--- config.mk ---
export PLATFORM = sky130hd
export DESIGN_NAME = store_unit_flat
export DESIGN_NICKNAME = d
export VERILOG_FILES = /design/src/rtl/store_unit_pkg.sv /design/src/rtl/store_unit_if.sv /design/src/rtl/store_lane_align.sv /design/src/rtl/store_unit.sv /design/src/flat_wrapper.sv
export SDC_FILE = /design/constraint.sdc
export NUM_CORES = 1
export LEC_CHECK = 0
export ABC_AREA = 1
export CAP_MARGIN = 5
export CORE_ASPECT_RATIO = 1.75
export CORE_MARGIN = 5
export CORE_UTILIZATION = 46
export DETAILED_ROUTE_END_ITERATION = 8
export PLACE_DENSITY_LB_ADDON = 0.2
export SLEW_MARGIN = 30
export SYNTH_ARGS = -nofsm -noshare
export SYNTH_HDL_FRONTEND = slang
export SYNTH_HIERARCHICAL = 1
export SYNTH_SLANG_ARGS = --single-unit
export TNS_END_PERCENT = 100
--- constraint.sdc ---
create_clock -name clk -period 1.67 [get_ports clk]
set_clock_uncertainty 0.1 [all_clocks]
set_input_delay 0.4175 -clock clk [delete_from_list [all_inputs] [get_ports clk]]
set_output_delay 0.4175 -clock clk [all_outputs]
set_load 0.005 [all_outputs]
--- src/rtl/store_unit_pkg.sv ---
// Shared types and constants for the store path: funct3 codes, FSM states and
// the registered DMEM beat.
package store_unit_pkg;

   localparam logic [2:0] F3_SB = 3'b000;
   localparam logic [2:0] F3_SH = 3'b001;
   localparam logic [2:0] F3_SW = 3'b010;

   // Wide enough for any word index taken from a 32-bit byte address.
   localparam int unsigned BEAT_ADDR_W = 30;

   typedef enum logic [1:0] {
      StIdle,
      StLo,
      StHi,
      StErr
   } state_e;

   typedef struct packed {
      logic [BEAT_ADDR_W-1:0] addr;
      logic [3:0]             we;
      logic [31:0]            wdata;
   } beat_t;

endpackage

--- src/rtl/store_unit_if.sv ---
// Request handshake plus DMEM write port of the store unit, bundled as one interface.
interface store_unit_if #(
   parameter int unsigned DMEM_ADDR_WIDTH = 12
);

   logic                       req_valid;
   logic                       req_ready;
   logic [31:0]                req_addr;
   logic [31:0]                req_data;
   logic [2:0]                 req_funct3;
   logic                       mem_en;
   logic [3:0]                 mem_we;
   logic [DMEM_ADDR_WIDTH-1:0] mem_addr;
   logic [31:0]                mem_wdata;
   logic                       done;
   logic                       err;

   modport master (
      output req_valid, req_addr, req_data, req_funct3,
      input  req_ready, mem_en, mem_we, mem_addr, mem_wdata, done, err
   );

   modport slave (
      input  req_valid, req_addr, req_data, req_funct3,
      output req_ready, mem_en, mem_we, mem_addr, mem_wdata, done, err
   );

endinterface

--- src/rtl/store_lane_align.sv ---
// Combinational lane alignment: byte mask and data shifted into a two-word window
// according to the store size and byte offset.
module store_lane_align
   import store_unit_pkg::*;
(
   input  logic [2:0]  funct3,
   input  logic [1:0]  off,
   input  logic [31:0] data,
   output logic [7:0]  mask8,
   output logic [63:0] data64,
   output logic        legal
);

   logic [3:0] size_mask;

   always_comb begin
      size_mask = 4'h0;
      legal     = 1'b1;
      case (funct3)
         F3_SB:   size_mask = 4'h1;
         F3_SH:   size_mask = 4'h3;
         F3_SW:   size_mask = 4'hF;
         default: legal = 1'b0;
      endcase
      mask8  = {4'h0, size_mask} << off;
      data64 = {32'h0, data} << {off, 3'b000};
   end

endmodule

--- src/rtl/store_unit.sv ---
// Store unit: accepts a store, drives one or two aligned DMEM word writes and
// pulses done on the final beat (err instead for an illegal funct3).
module store_unit
   import store_unit_pkg::*;
#(
   parameter int unsigned DMEM_ADDR_WIDTH = 12
) (
   input logic         clk,
   input logic         rst_n,
   store_unit_if.slave bus
);

   state_e state_q, state_d;
   logic   pend_q, pend_d;
   beat_t  hi_q, hi_d;
   beat_t  beat_q, beat_d;
   logic   en_q, en_d;
   logic   done_q, done_d;
   logic   err_q, err_d;

   logic [7:0]                 mask8;
   logic [63:0]                data64;
   logic                       legal;
   logic                       accept;
   logic [DMEM_ADDR_WIDTH-1:0] w, w_inc;

   store_lane_align u_align (
      .funct3 (bus.req_funct3),
      .off    (bus.req_addr[1:0]),
      .data   (bus.req_data),
      .mask8  (mask8),
      .data64 (data64),
      .legal  (legal)
   );

   assign w     = bus.req_addr[DMEM_ADDR_WIDTH+1:2];
   assign w_inc = w + DMEM_ADDR_WIDTH'(1);

   // Only the first beat of a split store blocks new requests.
   assign bus.req_ready = (state_q == StIdle) || (state_q == StLo && !pend_q) ||
                          (state_q == StHi) || (state_q == StErr);
   assign accept = bus.req_valid && bus.req_ready;

   always_ff @(posedge clk or negedge rst_n) begin
      if (!rst_n) begin
         state_q <= StIdle;
      end else begin
         state_q <= state_d;
      end
   end

   always_comb begin
      state_d = StIdle;
      if (state_q == StLo && pend_q) begin
         state_d = StHi;
      end else if (accept) begin
         state_d = legal ? StLo : StErr;
      end
   end

   always_comb begin
      pend_d = accept && legal && (mask8[7:4] != 4'h0);
      hi_d   = hi_q;
      if (accept) begin
         hi_d = '{addr: BEAT_ADDR_W'(w_inc), we: mask8[7:4], wdata: data64[63:32]};
      end
      en_d   = 1'b0;
      done_d = 1'b0;
      err_d  = 1'b0;
      beat_d = '0;
      unique case (state_d)
         StLo: begin
            en_d   = 1'b1;
            done_d = !pend_d;
            beat_d = '{addr: BEAT_ADDR_W'(w), we: mask8[3:0], wdata: data64[31:0]};
         end
         StHi: begin
            en_d   = 1'b1;
            done_d = 1'b1;
            beat_d = hi_q;
         end
         StErr:   err_d = 1'b1;
         default: ;
      endcase
   end

   always_ff @(posedge clk or negedge rst_n) begin
      if (!rst_n) begin
         pend_q <= 1'b0;
         hi_q   <= '0;
         beat_q <= '0;
         en_q   <= 1'b0;
         done_q <= 1'b0;
         err_q  <= 1'b0;
      end else begin
         pend_q <= pend_d;
         hi_q   <= hi_d;
         beat_q <= beat_d;
         en_q   <= en_d;
         done_q <= done_d;
         err_q  <= err_d;
      end
   end

   assign bus.mem_en    = en_q;
   assign bus.mem_we    = beat_q.we;
   assign bus.mem_addr  = beat_q.addr[DMEM_ADDR_WIDTH-1:0];
   assign bus.mem_wdata = beat_q.wdata;
   assign bus.done      = done_q;
   assign bus.err       = err_q;

   logic unused_bits;
   assign unused_bits = ^{beat_q.addr[BEAT_ADDR_W-1:DMEM_ADDR_WIDTH],
                          bus.req_addr[31:DMEM_ADDR_WIDTH+2]};

endmodule

--- src/flat_wrapper.sv ---
// flat-port wrapper written by rule: the top's interface ports become plain ports
module store_unit_flat import store_unit_pkg::*;
#(
   parameter int unsigned DMEM_ADDR_WIDTH = 12
)
  (clk, rst_n, bus_req_valid, bus_req_addr, bus_req_data, bus_req_funct3, bus_req_ready, bus_mem_en, bus_mem_we, bus_mem_addr, bus_mem_wdata, bus_done, bus_err);
  store_unit_if #(.DMEM_ADDR_WIDTH(DMEM_ADDR_WIDTH)) bus_i ();
  input logic clk;
  input logic rst_n;
  input wire logic [$bits(bus_i.req_valid)-1:0] bus_req_valid;
  input wire logic [$bits(bus_i.req_addr)-1:0] bus_req_addr;
  input wire logic [$bits(bus_i.req_data)-1:0] bus_req_data;
  input wire logic [$bits(bus_i.req_funct3)-1:0] bus_req_funct3;
  output wire logic [$bits(bus_i.req_ready)-1:0] bus_req_ready;
  output wire logic [$bits(bus_i.mem_en)-1:0] bus_mem_en;
  output wire logic [$bits(bus_i.mem_we)-1:0] bus_mem_we;
  output wire logic [$bits(bus_i.mem_addr)-1:0] bus_mem_addr;
  output wire logic [$bits(bus_i.mem_wdata)-1:0] bus_mem_wdata;
  output wire logic [$bits(bus_i.done)-1:0] bus_done;
  output wire logic [$bits(bus_i.err)-1:0] bus_err;
  assign bus_i.req_valid = bus_req_valid;
  assign bus_i.req_addr = bus_req_addr;
  assign bus_i.req_data = bus_req_data;
  assign bus_i.req_funct3 = bus_req_funct3;
  assign bus_req_ready = bus_i.req_ready;
  assign bus_mem_en = bus_i.mem_en;
  assign bus_mem_we = bus_i.mem_we;
  assign bus_mem_addr = bus_i.mem_addr;
  assign bus_mem_wdata = bus_i.mem_wdata;
  assign bus_done = bus_i.done;
  assign bus_err = bus_i.err;
  store_unit #(.DMEM_ADDR_WIDTH(DMEM_ADDR_WIDTH)) u_core (.clk(clk), .rst_n(rst_n), .bus(bus_i));
endmodule
; ---- Word level (Yosys, flattened, before mapping)
; Index checks and enable logic that the tools add are counted.
; W data, S select, Z words.
[totals]
out_inout_bits = 52
regBits = 102
input_bits = 70
word_cells = 46
[op_classes]
n_mux = 9
shift = 2
eq_ne = 8
add_sub_neg = 1
reduce_logical = 15
[op_table]
columns = cell, count
row1 = $pmux W48 S2, 1
row2 = $shl A32 B5 Y64, 1
row3 = $add A12 B1 Y12 const B, 1
row4 = $pmux W4 S3, 1
row5 = $eq A2 B2 Y1 const B, 4
row6 = $shl A4 B2 Y8, 1
row7 = $mux W2, 3
row8 = $logic_and A1 B1 Y1, 5
row9 = $eq A2 B1 Y1 const B, 2
row10 = $reduce_bool A4 Y1, 1
row11 = $eq A3 B1 Y1 const B, 1
row12 = $eq A3 B2 Y1 const B, 1
row13 = $logic_not A3 Y1, 1
row14 = $logic_or A1 B1 Y1, 3
row15 = $mux W1, 3
row16 = $reduce_or A3 Y1, 1
row17 = $logic_not A1 Y1, 2
row18 = $logic_not A2 Y1, 1
row19 = $pmux W1 S2, 1
row20 = $reduce_or A2 Y1, 1

; ---- Depth between registers and ports, before layout
; Gate-level depths: netlist of run 1.
[logic_depth]
ltp_word = 11
depth_mapped = 11

; ---- Hierarchy
; The synthesis of run 1 kept the hierarchy.
[by_module_without_submodules]
columns = module, cells_per_inst, seq_area_each_um2, area_each_um2, instances
row1 = store_unit, 477, 2552.4, 4184.0, 1
row2 = store_lane_align, 229, 0.0, 1107.3, 1

; ---- Least setup slack after synthesis of run 1
; Ideal clock, no wire load.
[synth_path]
path_kind = input -> register
startpoint = input port bus_req_funct3[1]
endpoint = register u_core.done_q, in the netlist u_core/bus.done
setup_slack_ps = -342
required_ps = 1434
setup_time_ps = 136
n_path_buf = 2
arrival_time_ps = 1776
path_stages = 8
cell_sequence = a21oi_1 > inv_1 > a21oi_1 > inv_1 > ha_1 > clkbuf_1 > clkbuf_1 > a21oi_1
[synth_between]
elab_chain_cells = 8
[synth_rtl]
columns = item, line
row1 = "start, declared", flat_wrapper.sv:13  ; input wire logic [$bits(bus_i.req_funct3)-1:0] bus_req_funct3;
row2 = $eq A3 B2 Y1 (tied with other cells), store_lane_align.sv:19  ; case (funct3)
row3 = $reduce_or A3 Y1 (no source line) (*), -
row4 = $mux W1 (*), store_lane_align.sv:19
row5 = $mux W2 (*), store_unit.sv:57  ; state_d = legal ? StLo : StErr;
row6 = $mux W2 (*), store_unit.sv:56  ; end else if (accept) begin
row7 = $mux W2 (*), store_unit.sv:54  ; if (state_q == StLo && pend_q) begin
row8 = via u_core.state_d[1], store_unit.sv:13  ; state_e state_q, state_d;
row9 = $eq A2 B2 Y1 / $eq A2 B1 Y1 (equally long branches), store_unit.sv:71  ; unique case (state_d)
row10 = $pmux W1 S2 (*), store_unit.sv:71
row11 = via u_core.done_d, store_unit.sv:18  ; logic done_q, done_d;
row12 = "end signal, assigned", store_unit.sv:100  ; done_q <= done_d;
row13 = "end, declared", store_unit.sv:18
; Mark *: on every way through the listed nets, which the timed path passes. The rest lies on a longest branch.
; A chain may end at the register's enable or synchronous reset.

==> results of run 1 <==
==> area by class of cell <==
cell class	count	area share (%)
clock inverter	5	0.8210
multi-input combinational	527	33.55
inverter	33	1.869
tap	135	2.358
sequential	102	35.63
clock buffer	11	3.389
timing repair buffer	167	22.38
==> cell usage after synthesis (all sizes together), types with 4 or more instances <==
cell	count
nand2	347
dfrtp	102
a21oi	52
buf	37
inv	33
o21ai	30
nand3	29
nor2	23
and2	17
clkbuf	15
nor3	10
ha	4
==> cell families after synthesis <==
kind of cell,count (synthesis)
xor+xnor,4
buf+inv,85
simple gates,428
other cells,1
fa+ha+maj,4
flops,102
compound gates,82
==> worst reg2reg max path, delay by kind of cell, from the launching register on <==
family                   cells  cell delay [ps]
flip-flops                   1              380
AND/OR/NAND/NOR              1              110
AO/OA/AOI/OAI                2              230
adder cells (fa/ha/maj)      1              320
buffers and inverters        3              350
==> routing by layer <==
| metal | part of all wire [%] | up-vias |
|---|---|---|
| met5 | 0 | - |
| li1 | - | 2436 |
| met1 | 40 | 2366 |
| met3 | 5.6 | 36 |
| met2 | 52 | 189 |
| met4 | 2.9 | 0 |
==> where the power goes <==
group	switching, mW	leakage [nW]	internal (mW)
sequential	0.0868	1.35	2.65
combinational	0.672	2.29	0.538
clock	0.920	0.142	1.20
total	1.68	3.77	4.40
==> sequential cells by signal, indices dropped and copies added (netlist names) <==
name                  count
u_core/bus.done           1
u_core/bus.mem_we         4
u_core/hi_q              48
u_core/bus.mem_en         1
u_core/pend_q             1
u_core/bus.mem_addr      12
u_core/bus.err            1
u_core/bus.mem_wdata     32
u_core/state_q            2
==> how the worst min path moves through the flow <==
stage,from,endpoint,slack [ps],cells past startpoint
after CTS,u_core/hi_q[16]$_DFFE_PN0N_,u_core/hi_q[16]$_DFFE_PN0N_,380,2
after floorplan,rst_n,u_core/bus.done$_DFF_PN0_,20,0
final,u_core/hi_q[28]$_DFFE_PN0N_,u_core/hi_q[28]$_DFFE_PN0N_,380,2
after global placement,rst_n,u_core/bus.mem_wdata[14]$_DFF_PN0_,250,1
after global routing,u_core/hi_q[19]$_DFFE_PN0N_,u_core/hi_q[19]$_DFFE_PN0N_,400,2
after detailed placement,rst_n,u_core/bus.mem_wdata[6]$_DFF_PN0_,250,1
==> cell usage in the layout (no fill, tap or decap), types with 9 or more instances in the layout <==
cell | Yosys | final
nand3_1 | 27 | 27
and2_1 | 17 | 17
a21oi_2 | 1 | 11
clkbuf_16 | 0 | 9
nor2_1 | 19 | 19
a21oi_1 | 51 | 40
conb_1 | 1 | 9
buf_4 | 12 | 50
inv_1 | 30 | 29
dfrtp_1 | 102 | 102
buf_12 | 0 | 11
dlygate4sd2_1 | 0 | 52
nand2_1 | 343 | 343
o21ai_2 | 10 | 11
o21ai_1 | 10 | 11
clkdlybuf4s50_1 | 0 | 44
==> what timing repair did <==
action                                  CTS  global route
pin swaps                                 2             6
endpoints found under the setup margin  103            42
gates cloned                              1             0
hold buffers                              1             0
buffers inserted                          5             0
resized for setup                        70            14
hold endpoints to repair                 23             0
==> through the flow <==
step	util, %	setup TNS, ps
after floorplan	-	0
after global placement	59.36	-35700
after CTS	62.76	0
after global routing	62.55	-15.61
after detailed placement	59.36	-39770
final	62.55	0
==> flow_summary.json, run 1 <==
{
  "dieArea_um2": 13830,
  "port_buffers": 103,
  "syn_to_final_growth_pct": 35.37,
  "die_y_um": 151.9,
  "cts_tree": "done",
  "diodes": 0,
  "drtPass1Iterations": 5,
  "path_cells": "clkdlybuf4s15_2, a21oi_4, inv_1, a21oi_2, inv_2, ha_4, buf_4, a21oi_1",
  "use_met2_pct": 38.02,
  "critPathKind": "in -> reg",
  "layout_setup_ws_ps": 57.94,
  "grt_use_total_pct": 22.65,
  "yosys_register_bits": 102,
  "maxCapViolCount": 0,
  "clk_latency_ps": 350,
  "initial_core_util_pct": 46.21,
  "synth_xor_area_share_pct": 0.6621,
  "final_cells": 980,
  "synth_edf_count": 0,
  "crit_cells": 8,
  "seqCellArea_um2": 2552,
  "die_w_um": 91.08,
  "clk_path_buf_depth": 2,
  "synthAdderAreaFrac_pct": 0.9459,
  "ys_seq_area_share_pct": 48.24,
  "drv_slew": 0,
  "multi_input_area_um2": 2404,
  "synthMuxAreaShare_pct": 0,
  "synth_area_leader_cell": "dfrtp_1",
  "setup_violations": 0,
  "dp_hpwl_um": 10410,
  "synth-simple-area-share_pct": 33.22,
  "yosys_warnings": 6,
  "hold_viol": 0,
  "place_ws_ps": -668.2,
  "h-tree-depth": 3,
  "hp-class": "reg -> reg",
  "ys_types": 30,
  "netlist_area_um2": 5291,
  "r2r_start": "u_core/state_q[0]$_DFF_PN0_",
  "p_per_area_nw_per_um2": 848.0,
  "drc": 0,
  "finalInstanceArea_um2": 7163,
  "numCtsBuffers": 9,
  "gp_congestion": 0.9178,
  "rsz0062_at_grt": "true",
  "fmax_mhz": 620.3,
  "crit_end": "u_core/bus.mem_addr[10]$_DFF_PN0_",
  "total_leakage_power_nw": 3.772,
  "yosysTopAreaCellShare_pct": 48.24,
  "avgSynthCellArea_um2": 7.495,
  "grt.busiest_layer": "met2",
  "critPathRequiredTime_ps": 1800,
  "grt_overflow": 0,
  "cp_max_fo": 12,
  "cp-start-kind": "primary input",
  "grt_use_met1_pct": 27.48,
  "status": "completed",
  "power_mw": 6.074,
  "cp.arrival_ps": 1740,
  "antenna_found_initial": 0,
  "async_reset_ff_share_pct": 100.0,
  "first_iter_violations": 416,
  "grt_pass1_vias": 5125,
  "wl_per_cell_um": 15.57,
  "synth_top_family_by_area": "simple AND/OR/NAND/NOR gates",
  "grt_pass1_wl_um": 25490,
  "critPathSlowestCell": "ha_4",
  "synth-main-ff-cell": "dfrtp_1",
  "cp_top_family": "buffers and inverters",
  "fillers": 1014,
  "nets": 914,
  "cts_num_sinks": 102,
  "r2r_setup_slack_ps": 70,
  "rows": 52,
  "finalCritPeriodShare_pct": 96.53,
  "period_needed_ps": 1612,
  "r2r_cells": 7,
  "synth_cells": 706,
  "use_met3_pct": 4.255,
  "drtAntennaViolNets": 0,
  "dpl.cell_count": 959,
  "peakVddDrop_mv": 0.6308,
  "worst_hold_slack_ps": 378.9,
  "clk_root_buffer_cell": "clkbuf_16",
  "drive_above_1_share_pct": 14.79,
  "synth-compound-area-share_pct": 8.536,
  "crit_buf_inv": 4,
  "vias": 5027,
  "placed_area_um2": 6798,
  "slowest_delay_ps": 320,
  "io_pins": 122,
  "vias_per_cell": 5.130,
  "grt_max_degree": 44,
  "r2r-end": "u_core/bus.mem_addr[10]$_DFF_PN0_",
  "core_um2": 11450,
  "crit_start": "bus_req_funct3[0]",
  "synthTopCellsByArea": "dfrtp_1 48%, nand2_1 24%, a21oi_1 4.8%",
  "cp-end-kind": "flip-flop",
  "clk_pin_slew_worst_paths_ps": 70,
  "wl_um": 15260
}
(Power assumes the default switching activity.)
==> inputs of run 2 (changes only) <==
CORE_MARGIN = 4   (was 5)
CORE_UTILIZATION = 48   (was 46)
SYNTH_HIERARCHICAL = not set   (was 1)
clock period = 1.8 ns   (was 1.67 ns; I/O delays follow)
==> flow_summary.json, run 2 <==
{
  "vias": 3997,
  "critPathKind": "reg -> out",
  "avgSynthCellArea_um2": 8.390,
  "rsz0062_at_grt": "true",
  "syn-num-nets": 580,
  "wl_um": 11280,
  "initial_core_util_pct": 49.25,
  "cp.arrival_ps": 1220,
  "maxCapViolCount": 0,
  "syn_to_final_growth_pct": 43.48,
  "diodes": 0,
  "core_um2": 8671,
  "ys_seq_area_share_pct": 54.50,
  "worst_pin_slew_ps": 348.0,
  "io_pins": 122,
  "dp_hpwl_um": 8503,
  "grt_use_total_pct": 22.61,
  "antenna_found_initial": 0,
  "p_per_area_nw_per_um2": 822.0,
  "die_w_um": 79.30,
  "cp_top_family": "buffers and inverters",
  "clk_root_buffer_cell": "clkbuf_16",
  "status": "completed",
  "dieArea_um2": 10530,
  "hold_viol": 0,
  "h-tree-depth": 3,
  "seqCellArea_um2": 2327,
  "crit_cells": 1,
  "gp_congestion": 0.8167,
  "r2r_cells": 6,
  "cp-end-kind": "output port",
  "setup_violations": 0,
  "slowest_delay_ps": 510,
  "synth_common_cells": "164 x nand2_1, 93 x dfrtp_1, 64 x o21ai_0, 33 x inv_1, 32 x nor2_1",
  "clk_path_buf_depth": 2,
  "synth_edf_count": 0,
  "final_common_cell": "nand2_1",
  "max_slew_margin_pct": 76.72,
  "hp-class": "reg -> reg",
  "synthTopCellsByArea": "dfrtp_1 54%, nand2_1 14%, o21ai_0 7.5%",
  "worst_hold_slack_ps": 383.6,
  "synth_cells": 509,
  "drive_above_1_share_pct": 15.86,
  "first_iter_violations": 260,
  "grt_pass1_wl_um": 18550,
  "crit_start": "u_core.bus.mem_wdata[16]$_DFF_PN0_",
  "fmax_mhz": 566.0,
  "final_cell_mix": "164 x nand2_1, 100 x clkdlybuf4s50_1, 93 x dfrtp_1",
  "peakVddDrop_mv": 0.5615,
  "rows": 45,
  "cts_tree": "done",
  "drc": 0,
  "critPathRequiredTime_ps": 1250,
  "async_reset_ff_share_pct": 100.0,
  "drv_slew": 0,
  "crit_buf_inv": 1,
  "grt_overflow": 0,
  "ys_types": 29,
  "netlist_area_um2": 4270,
  "r2r_setup_slack_ps": 220,
  "grt_max_degree": 42,
  "numCtsBuffers": 9,
  "port_buffers": 103,
  "period_needed_ps": 1767,
  "cts_num_sinks": 93,
  "clk_pin_slew_worst_paths_ps": 60,
  "critPathSlowestCell": "clkdlybuf4s50_1",
  "drtAntennaViolNets": 0,
  "crit_end": "bus_mem_wdata[16]",
  "die_y_um": 132.8,
  "nets": 728,
  "total_leakage_power_nw": 2.993,
  "wl_per_cell_um": 14.48,
  "synth_area_leader_cell": "dfrtp_1",
  "multi_input_area_um2": 1659,
  "fillers": 728,
  "cp_max_fo": 1,
  "path_cells": "clkdlybuf4s50_1",
  "r2r_start": "u_core.pend_q$_DFF_PN0_",
  "cp-start-kind": "flip-flop",
  "clk_latency_ps": 330,
  "synth-main-ff-cell": "dfrtp_1",
  "vias_per_cell": 5.131,
  "drtPass1Iterations": 4,
  "synth_most_common_cell": "nand2_1",
  "regMostFlops": "u_core.hi_q",
  "r2r-end": "u_core.bus.mem_wdata[2]$_DFF_PN0_",
  "yosysTopAreaCellShare_pct": 54.50,
  "grt_pass1_vias": 4143,
  "largest_register_ffs": 39,
  "yosys_register_bits": 93,
  "power_mw": 5.037,
  "finalCritPeriodShare_pct": 98.15,
  "yosys_warnings": 0
}
==> run 2: stage by stage <==
| stage | instance area [um2] | std cells | utilization, % | TNS, ps | setup slack, ps |
|---|---|---|---|---|---|
| floorplan | 4270 | 509 | - | 0 | 438.1 |
| global placement | 5793 | 762 | 66.81 | -8827 | -256.3 |
| detailed placement | 5793 | 762 | 66.81 | -10770 | -265.1 |
| CTS | 6127 | 779 | 70.66 | 0 | 7.800 |
| global route | 6127 | 779 | 70.66 | -17.96 | -16.93 |
| finish | 6127 | 779 | 70.66 | 0 | 33.23 |
==> run 2: where the power goes <==
part | internal (mW) | total (mW) | switching [mW] | leakage [nW]
logic | 0.367 | 0.735 | 0.368 | 1.60
clock network | 1.29 | 2.03 | 0.744 | 0.163
registers | 2.21 | 2.27 | 0.0570 | 1.23
==> run 2: logic make-up (layout without fill, tap and decap cells) <==
family / after synthesis / in the layout / synth area share [%]
xor gates and xnor gates: 4 / 4 / 0.8205
and+or+nand+nor: 233 / 233 / 22.97
buffers and inverters: 63 / 216 / 6.651
AOI/OAI and AO/OA: 115 / 115 / 14.77
DFF: 93 / 93 / 54.50
adders and majority gates: 1 / 1 / 0.2930
==> run 2: metal layers <==
| layer | GRT usage [%] | routed length (um) | up-vias |
|---|---|---|---|
| met1 | 23.72 | 4147 | 1914 |
| met5 | 0 | 0 | - |
| met3 | 4.360 | 484 | 30 |
| li1 | - | - | 1927 |
| met2 | 41.37 | 6317 | 126 |
| met4 | 11.95 | 331 | 0 |
==> run 2: final cells by class <==
type / count / area share (%)
clock inverter: 4 / 1.144
multi-input combinational: 353 / 27.08
sequential: 93 / 37.98
tap: 117 / 2.389
inverter: 37 / 2.267
timing repair buffer: 163 / 24.95
clock buffer: 12 / 4.186
==> run 2: timing repair <==
item                       4_1_cts  5_1_grt
gates resized for setup          2        0
pin swaps                        0        0
gates cloned                     0        0
setup buffers                    0        0
hold endpoints to repair        21        0
setup endpoints to repair        2        2
hold buffers                     1        0
==> run 2: how the worst min path moves through the flow <==
stage                                      from                                to  slack [ps]  depth (start not counted)
finish              u_core.hi_q[41]$_DFFE_PN0P_       u_core.hi_q[41]$_DFFE_PN0P_         380                          2
global route        u_core.hi_q[41]$_DFFE_PN0P_       u_core.hi_q[41]$_DFFE_PN0P_         400                          2
CTS                 u_core.hi_q[44]$_DFFE_PN0P_  u_core.bus.mem_addr[8]$_DFF_PN0_         380                          2
detailed placement                        rst_n       u_core.bus.mem_en$_DFF_PN0_         270                          1
global placement                          rst_n       u_core.bus.mem_en$_DFF_PN0_         270                          1
floorplan                                 rst_n         u_core.bus.done$_DFF_PN0_          50                          0
